--- src/rtl/alu_share_arbiter_if.sv ---
// alu_share_arbiter_if: bundles the two request channels, the ALU operand and
// result ports, and the tagged response channel of alu_share_arbiter.
// slave = arbiter side, master = surrounding datapath / testbench side.
interface alu_share_arbiter_if #(
  parameter int DATA_W = 32,
  parameter int OP_W   = 3
);
  logic              req0_valid;
  logic              req0_ready;
  logic [DATA_W-1:0] req0_a;
  logic [DATA_W-1:0] req0_b;
  logic [OP_W-1:0]   req0_op;

  logic              req1_valid;
  logic              req1_ready;
  logic [DATA_W-1:0] req1_a;
  logic [DATA_W-1:0] req1_b;
  logic [OP_W-1:0]   req1_op;

  logic [DATA_W-1:0] alu_a;
  logic [DATA_W-1:0] alu_b;
  logic [OP_W-1:0]   alu_opcode;
  logic [DATA_W-1:0] alu_result;
  logic              alu_zf;
  logic              alu_sf;
  logic              alu_cf;

  logic              rsp_valid;
  logic              rsp_ready;
  logic              rsp_id;
  logic [DATA_W-1:0] rsp_result;
  logic              rsp_zf;
  logic              rsp_sf;
  logic              rsp_cf;

  modport slave (
    input  req0_valid, req0_a, req0_b, req0_op,
    output req0_ready,
    input  req1_valid, req1_a, req1_b, req1_op,
    output req1_ready,
    output alu_a, alu_b, alu_opcode,
    input  alu_result, alu_zf, alu_sf, alu_cf,
    output rsp_valid, rsp_id, rsp_result, rsp_zf, rsp_sf, rsp_cf,
    input  rsp_ready
  );

  modport master (
    output req0_valid, req0_a, req0_b, req0_op,
    input  req0_ready,
    output req1_valid, req1_a, req1_b, req1_op,
    input  req1_ready,
    input  alu_a, alu_b, alu_opcode,
    output alu_result, alu_zf, alu_sf, alu_cf,
    input  rsp_valid, rsp_id, rsp_result, rsp_zf, rsp_sf, rsp_cf,
    output rsp_ready
  );
endinterface

--- src/rtl/alu_share_arbiter.sv ---
// alu_share_arbiter: shares one ALU between the main pipe (requester 0) and the
// address-gen unit (requester 1). One operation in flight: IDLE accepts,
// EXEC lets the ALU evaluate the latched operands and captures result/flags,
// RESP holds the tagged response until the consumer takes it.
// Optional feature macro ALU_ARB_RR_EN: round-robin tie-break instead of
// fixed priority to requester 0.
module alu_share_arbiter #(
  parameter int DATA_W = 32,
  parameter int OP_W   = 3
) (
  input logic          clk,
  input logic          rst_n,
  alu_share_arbiter_if.slave bus
);

  typedef enum logic [1:0] {
    IDLE = 2'd0,
    EXEC = 2'd1,
    RESP = 2'd2
  } state_t;

  state_t            state;
  logic [DATA_W-1:0] alu_a_q;
  logic [DATA_W-1:0] alu_b_q;
  logic [OP_W-1:0]   alu_op_q;
  logic              id_q;
  logic              rsp_valid_q;
  logic              rsp_id_q;
  logic [DATA_W-1:0] rsp_result_q;
  logic              rsp_zf_q;
  logic              rsp_sf_q;
  logic              rsp_cf_q;

  logic              grant1;
  logic              take;

`ifdef ALU_ARB_RR_EN
  logic              last_grant;
`endif

  // Arbitration: pick the winner from the current valids, re-evaluated every cycle.
  always_comb begin
`ifdef ALU_ARB_RR_EN
    grant1 = bus.req1_valid & (~bus.req0_valid | ~last_grant);
`else
    grant1 = bus.req1_valid & ~bus.req0_valid;
`endif
    take = (state == IDLE) & (bus.req0_valid | bus.req1_valid);
  end

  assign bus.req0_ready = (state == IDLE) & bus.req0_valid & ~grant1;
  assign bus.req1_ready = (state == IDLE) & grant1;

  assign bus.alu_a      = alu_a_q;
  assign bus.alu_b      = alu_b_q;
  assign bus.alu_opcode = alu_op_q;
  assign bus.rsp_valid  = rsp_valid_q;
  assign bus.rsp_id     = rsp_id_q;
  assign bus.rsp_result = rsp_result_q;
  assign bus.rsp_zf     = rsp_zf_q;
  assign bus.rsp_sf     = rsp_sf_q;
  assign bus.rsp_cf     = rsp_cf_q;

  // Control FSM with registered ALU operands and response outputs.
  always_ff @(posedge clk) begin
    if (!rst_n) begin
      state        <= IDLE;
      alu_a_q      <= '0;
      alu_b_q      <= '0;
      alu_op_q     <= '0;
      id_q         <= 1'b0;
      rsp_valid_q  <= 1'b0;
      rsp_id_q     <= 1'b0;
      rsp_result_q <= '0;
      rsp_zf_q     <= 1'b0;
      rsp_sf_q     <= 1'b0;
      rsp_cf_q     <= 1'b0;
`ifdef ALU_ARB_RR_EN
      last_grant   <= 1'b1;
`endif
    end else begin
      case (state)
        IDLE: begin
          if (take) begin
            alu_a_q  <= grant1 ? bus.req1_a  : bus.req0_a;
            alu_b_q  <= grant1 ? bus.req1_b  : bus.req0_b;
            alu_op_q <= grant1 ? bus.req1_op : bus.req0_op;
            id_q     <= grant1;
`ifdef ALU_ARB_RR_EN
            last_grant <= grant1;
`endif
            state    <= EXEC;
          end
        end
        EXEC: begin
          // rsp_id is loaded here rather than at accept so it never changes
          // underneath a response the consumer may still be looking at.
          rsp_result_q <= bus.alu_result;
          rsp_zf_q     <= bus.alu_zf;
          rsp_sf_q     <= bus.alu_sf;
          rsp_cf_q     <= bus.alu_cf;
          rsp_id_q     <= id_q;
          rsp_valid_q  <= 1'b1;
          state        <= RESP;
        end
        RESP: begin
          if (bus.rsp_ready) begin
            rsp_valid_q <= 1'b0;
            state       <= IDLE;
          end
        end
        default: begin
          rsp_valid_q <= 1'b0;
          state       <= IDLE;
        end
      endcase
    end
  end

endmodule

--- src/flat_wrapper.sv ---
// flat-port wrapper written by rule: the top's interface ports become plain ports
module alu_share_arbiter_flat 
#(
  parameter int DATA_W = 32,
  parameter int OP_W   = 3
)
  (clk, rst_n, bus_req0_valid, bus_req0_a, bus_req0_b, bus_req0_op, bus_req0_ready, bus_req1_valid, bus_req1_a, bus_req1_b, bus_req1_op, bus_req1_ready, bus_alu_a, bus_alu_b, bus_alu_opcode, bus_alu_result, bus_alu_zf, bus_alu_sf, bus_alu_cf, bus_rsp_valid, bus_rsp_id, bus_rsp_result, bus_rsp_zf, bus_rsp_sf, bus_rsp_cf, bus_rsp_ready);
  alu_share_arbiter_if #(.DATA_W(DATA_W), .OP_W(OP_W)) bus_i ();
  input logic clk;
  input logic rst_n;
  input wire logic [$bits(bus_i.req0_valid)-1:0] bus_req0_valid;
  input wire logic [$bits(bus_i.req0_a)-1:0] bus_req0_a;
  input wire logic [$bits(bus_i.req0_b)-1:0] bus_req0_b;
  input wire logic [$bits(bus_i.req0_op)-1:0] bus_req0_op;
  output wire logic [$bits(bus_i.req0_ready)-1:0] bus_req0_ready;
  input wire logic [$bits(bus_i.req1_valid)-1:0] bus_req1_valid;
  input wire logic [$bits(bus_i.req1_a)-1:0] bus_req1_a;
  input wire logic [$bits(bus_i.req1_b)-1:0] bus_req1_b;
  input wire logic [$bits(bus_i.req1_op)-1:0] bus_req1_op;
  output wire logic [$bits(bus_i.req1_ready)-1:0] bus_req1_ready;
  output wire logic [$bits(bus_i.alu_a)-1:0] bus_alu_a;
  output wire logic [$bits(bus_i.alu_b)-1:0] bus_alu_b;
  output wire logic [$bits(bus_i.alu_opcode)-1:0] bus_alu_opcode;
  input wire logic [$bits(bus_i.alu_result)-1:0] bus_alu_result;
  input wire logic [$bits(bus_i.alu_zf)-1:0] bus_alu_zf;
  input wire logic [$bits(bus_i.alu_sf)-1:0] bus_alu_sf;
  input wire logic [$bits(bus_i.alu_cf)-1:0] bus_alu_cf;
  output wire logic [$bits(bus_i.rsp_valid)-1:0] bus_rsp_valid;
  output wire logic [$bits(bus_i.rsp_id)-1:0] bus_rsp_id;
  output wire logic [$bits(bus_i.rsp_result)-1:0] bus_rsp_result;
  output wire logic [$bits(bus_i.rsp_zf)-1:0] bus_rsp_zf;
  output wire logic [$bits(bus_i.rsp_sf)-1:0] bus_rsp_sf;
  output wire logic [$bits(bus_i.rsp_cf)-1:0] bus_rsp_cf;
  input wire logic [$bits(bus_i.rsp_ready)-1:0] bus_rsp_ready;
  assign bus_i.req0_valid = bus_req0_valid;
  assign bus_i.req0_a = bus_req0_a;
  assign bus_i.req0_b = bus_req0_b;
  assign bus_i.req0_op = bus_req0_op;
  assign bus_req0_ready = bus_i.req0_ready;
  assign bus_i.req1_valid = bus_req1_valid;
  assign bus_i.req1_a = bus_req1_a;
  assign bus_i.req1_b = bus_req1_b;
  assign bus_i.req1_op = bus_req1_op;
  assign bus_req1_ready = bus_i.req1_ready;
  assign bus_alu_a = bus_i.alu_a;
  assign bus_alu_b = bus_i.alu_b;
  assign bus_alu_opcode = bus_i.alu_opcode;
  assign bus_i.alu_result = bus_alu_result;
  assign bus_i.alu_zf = bus_alu_zf;
  assign bus_i.alu_sf = bus_alu_sf;
  assign bus_i.alu_cf = bus_alu_cf;
  assign bus_rsp_valid = bus_i.rsp_valid;
  assign bus_rsp_id = bus_i.rsp_id;
  assign bus_rsp_result = bus_i.rsp_result;
  assign bus_rsp_zf = bus_i.rsp_zf;
  assign bus_rsp_sf = bus_i.rsp_sf;
  assign bus_rsp_cf = bus_i.rsp_cf;
  assign bus_i.rsp_ready = bus_rsp_ready;
  alu_share_arbiter #(.DATA_W(DATA_W), .OP_W(OP_W)) u_core (.clk(clk), .rst_n(rst_n), .bus(bus_i));
endmodule
--- config.mk ---
export PLATFORM = sky130hd
export DESIGN_NAME = alu_share_arbiter_flat
export DESIGN_NICKNAME = d
export VERILOG_FILES = /design/src/rtl/alu_share_arbiter_if.sv /design/src/rtl/alu_share_arbiter.sv /design/src/flat_wrapper.sv
export SDC_FILE = /design/constraint.sdc
export NUM_CORES = 1
export LEC_CHECK = 0
export BUFFER_PORTS_ARGS = -buffer_cell sky130_fd_sc_hd__buf_2
export CAP_MARGIN = 20
export CORE_ASPECT_RATIO = 0.6
export CORE_MARGIN = 2
export CORE_UTILIZATION = 39
export DETAILED_ROUTE_END_ITERATION = 6
export GPL_TIMING_DRIVEN = 0
export PLACE_DENSITY_LB_ADDON = 0.08
export SKIP_LAST_GASP = 1
export SYNTH_ARGS = -nofsm -noshare
export SYNTH_HDL_FRONTEND = slang
export SYNTH_SLANG_ARGS = --single-unit
--- constraint.sdc ---
create_clock -name clk -period 1.48 [get_ports clk]
set_clock_uncertainty 0.1 [all_clocks]
set_input_delay 0 -clock clk [delete_from_list [all_inputs] [get_ports clk]]
set_output_delay 0 -clock clk [all_outputs]
set_load 0.01 [all_outputs]
==> impl_metrics.yaml <==
die:
  core_area_um2: 11400
  die_area_um2: 12600
  die_w_um: 144
  rows: 30
  die_h_um: 87.8
  ios: 280
  start_util_pct: 40.2
yosys:
  ys_ff_latch: 107
  syn_area_per_cell_um2: 8.18
  netlist_area_um2: 4570
  synthCells: 558
  yosysTopAreaCellShare_pct: 46.9
  synthesis.nets: 732
  synth_area_leaders: "dfxtp_1 47%, nand2_1 17%, a21oi_1 12%"
  yosysSeqAreaShare_pct: 46.9
  yosys_warnings: 0
  yosysUniqueCellTypes: 20
  yosysTopAreaCell: "dfxtp_1"
clock_tree:
  cts_sinks: 107
  clock_path_buffers: 2
  cts_inserted_buffers: 9
  clkTransAtPathRegs_ns: 0.07
  root_buffer: "clkbuf_16"
  cts_tree: "done"
  htree_levels: 3
  worstSkewPairLatency_ns: 0.34
setup_path:
  crit_fanout: 10
  worstPathBufferInverterCount: 2
  path_class: "register to register"
  startpoint_type: "register"
  crit_path_end_kind: "register"
  worstPathRequired_ns: 1.63
  cp_slowest_stage_delay_ns: 0.36
  path_delay_family: "flip-flops"
  crit_path_top_delay_cell: "dfxtp_2"
  crit_chain: "nor2_4 -> buf_4 -> clkbuf_4 -> a21oi_1 -> a311oi_1"
  arrival_ns: 1.58
route:
  via_per_inst: 5.17
  ant_nets: 0
  drtIter0Drc: 262
  vias: 6126
  drt-wirelength-per-cell_um: 16.3
  drt_wl_total_mm: 19.3
  dr.pass1.iters: 5
  route.detailed.drc: 0
pwr:
  power.density_nw_per_um2: 961
  p_leak_nw: 3.81
  peakVddDrop_v: 0.000549
layout:
  drive_gt1_share_pct: 35.4
  fin_nets: 1196
  area_delta_synth_final_pct: 81.7
  diodes: 0
  final_cells: 1186
timing:
  setup_violations: 0
  finalMaxSlewViolations: 0
  period_share_pct: 97.0
  hold_viol_final: 0
  tightest_slew_ns: 0.752
  slew-limit-headroom_pct: 49.9
  setup_ws_ns: 0.0446
  rsz0062_at_grt: "yes"
  max_freq_mhz: 697
  finalHoldWorstSlack_ns: 0.142
  min_period_ns: 1.44
hold_path:
  holdCritPathClass: "primary input to register"
outcome:
  outcome: "complete, no violations"
placed_design:
  place_ws_ns: -0.365
  place_inst: 997
  globalplace.congestion: 0.848
  numPortBuffers: 279
  hpwl_mm: 12.3
run:
  max_cap_violations: 0
grt:
  grt_pass1_vias: 6111
  grt_pass1_wl_mm: 29.8
  grt_max_degree: 18
  globalRouteOverflowTotal: 0
  grt_util_all_layers_pct: 29.9
  grt_antenna_before_repair: 0
[registers in the layout, summed over array words and instances, names as in the netlist]
name and cells:
u_core.id_q 1, u_core.bus.rsp_result 32, u_core.bus.rsp_zf 1, u_core.bus.rsp_cf 1, u_core.bus.alu_opcode 3, u_core.bus.alu_b 32
u_core.bus.rsp_id 1, u_core.state 2, u_core.bus.alu_a 32, u_core.bus.rsp_sf 1, u_core.bus.rsp_valid 1
[stage by stage]
step | TNS (ns) | utilization, % | instance area, um^2 | total power [mW]
2_1_floorplan | 0 | - | 4570 | 4.40
6_report | 0 | 72.9 | 8300 | 7.98
3_5_place_dp | -26.99 | 54.2 | 6170 | 5.19
3_3_place_gp | -23.85 | 54.2 | 6170 | 5.14
5_1_grt | -0.00408 | 72.9 | 8300 | 8.31
4_1_cts | 0 | 72.6 | 8250 | 7.94
[synthesized netlist by cell type (all sizes together)]
library cell,n
clkinv,1
and3,1
and2,2
nor2,3
a21oi,105
a311oi,67
nand2,206
nand2b,2
or2,1
nor2b,2
dfxtp,107
buf,17
clkbuf,40
o211a,1
nor3,2
o21ai,1
[report_power, final]
group / switching [mW] / total, mW / leakage [nW] / internal [mW]
clock: 1.10 / 2.34 / 0.139 / 1.24
sequential: 0.164 / 3.34 / 0.885 / 3.18
combinational: 1.17 / 2.29 / 2.79 / 1.13
total: 2.43 / 7.98 / 3.81 / 5.55
[cell usage in the layout (no fill, tap or decap), types with 2 or more instances in the layout]
cell,count
buf_8,2
nor2_1,2
nand2_1,206
nor2b_1,2
buf_2,290
a21oi_1,105
a311oi_2,30
clkbuf_4,3
buf_12,2
buf_4,8
dlygate4sd3_1,173
a311oi_1,37
dfxtp_1,105
clkbuf_1,23
clkbuf_8,3
clkbuf_16,9
buf_6,2
clkbuf_2,5
nor3_1,2
inv_6,2
[cell families (layout without fill, tap and decap cells)]
family                 count (synthesis)  after routing  share of synthesized area, %
buffers and inverters                 58            526                          5.81
AOI/OAI and AO/OA                    174            174                          28.8
DFF                                  107            107                          46.9
and+or+nand+nor                      219            219                          18.5
[worst paths after layout]
check                                         startpoint                                     end  slack [ns]  cells past startpoint
hold reg to reg   u_core.bus.rsp_result[12]$_SDFFE_PN0P_  u_core.bus.rsp_result[12]$_SDFFE_PN0P_        0.35                      2
setup reg to reg            u_core.state[1]$_SDFFE_PN0P_       u_core.bus.alu_a[13]$_SDFFE_PN0P_        0.04                      5
setup / recovery            u_core.state[1]$_SDFFE_PN0P_       u_core.bus.alu_a[13]$_SDFFE_PN0P_        0.04                      5
hold / removal                            bus_req0_valid   u_core.bus.alu_opcode[1]$_SDFFE_PN0P_        0.14                      5
[worst reg2reg max path, delay by kind of cell, from the launching register on]
| kind | cells | cell delay (ns) |
|---|---|---|
| flip-flops | 1 | 0.36 |
| AND/OR/NAND/NOR | 1 | 0.20 |
| AO/OA/AOI/OAI | 2 | 0.35 |
| buffers and inverters | 2 | 0.33 |
[timing repair]
item | 4_1_cts | 5_1_grt
hold buffers | 173 | 0
pin swaps | 1 | 9
resized for setup | 21 | 28
endpoints found under the hold margin | 106 | 0
endpoints found under the setup margin | 101 | 77
setup buffers | 5 | 0
[routing by layer]
metal / wire (um) / share of wire [%] / global-route usage [%] / vias to the layer above
met4: 615 / 3.2 / 11.7 / 0
met5: 0 / 0 / 0 / -
met2: 9440 / 49 / 52.4 / 344
met3: 1540 / 8.0 / 7.82 / 58
li1: - / - / - / 2878
met1: 7750 / 40 / 35.6 / 2846
[cell type report]
class                      instances  area [um^2]
clock inverter                     4         33.8
timing repair buffer             457         3170
multi-input combinational        393         2170
buffer                            53          322
inverter                           1         3.75
fill                             832         3080
sequential                       107         2150
tap                              160          200
clock buffer                      11          253
Note: power is estimated with default switching activity, not from simulation.
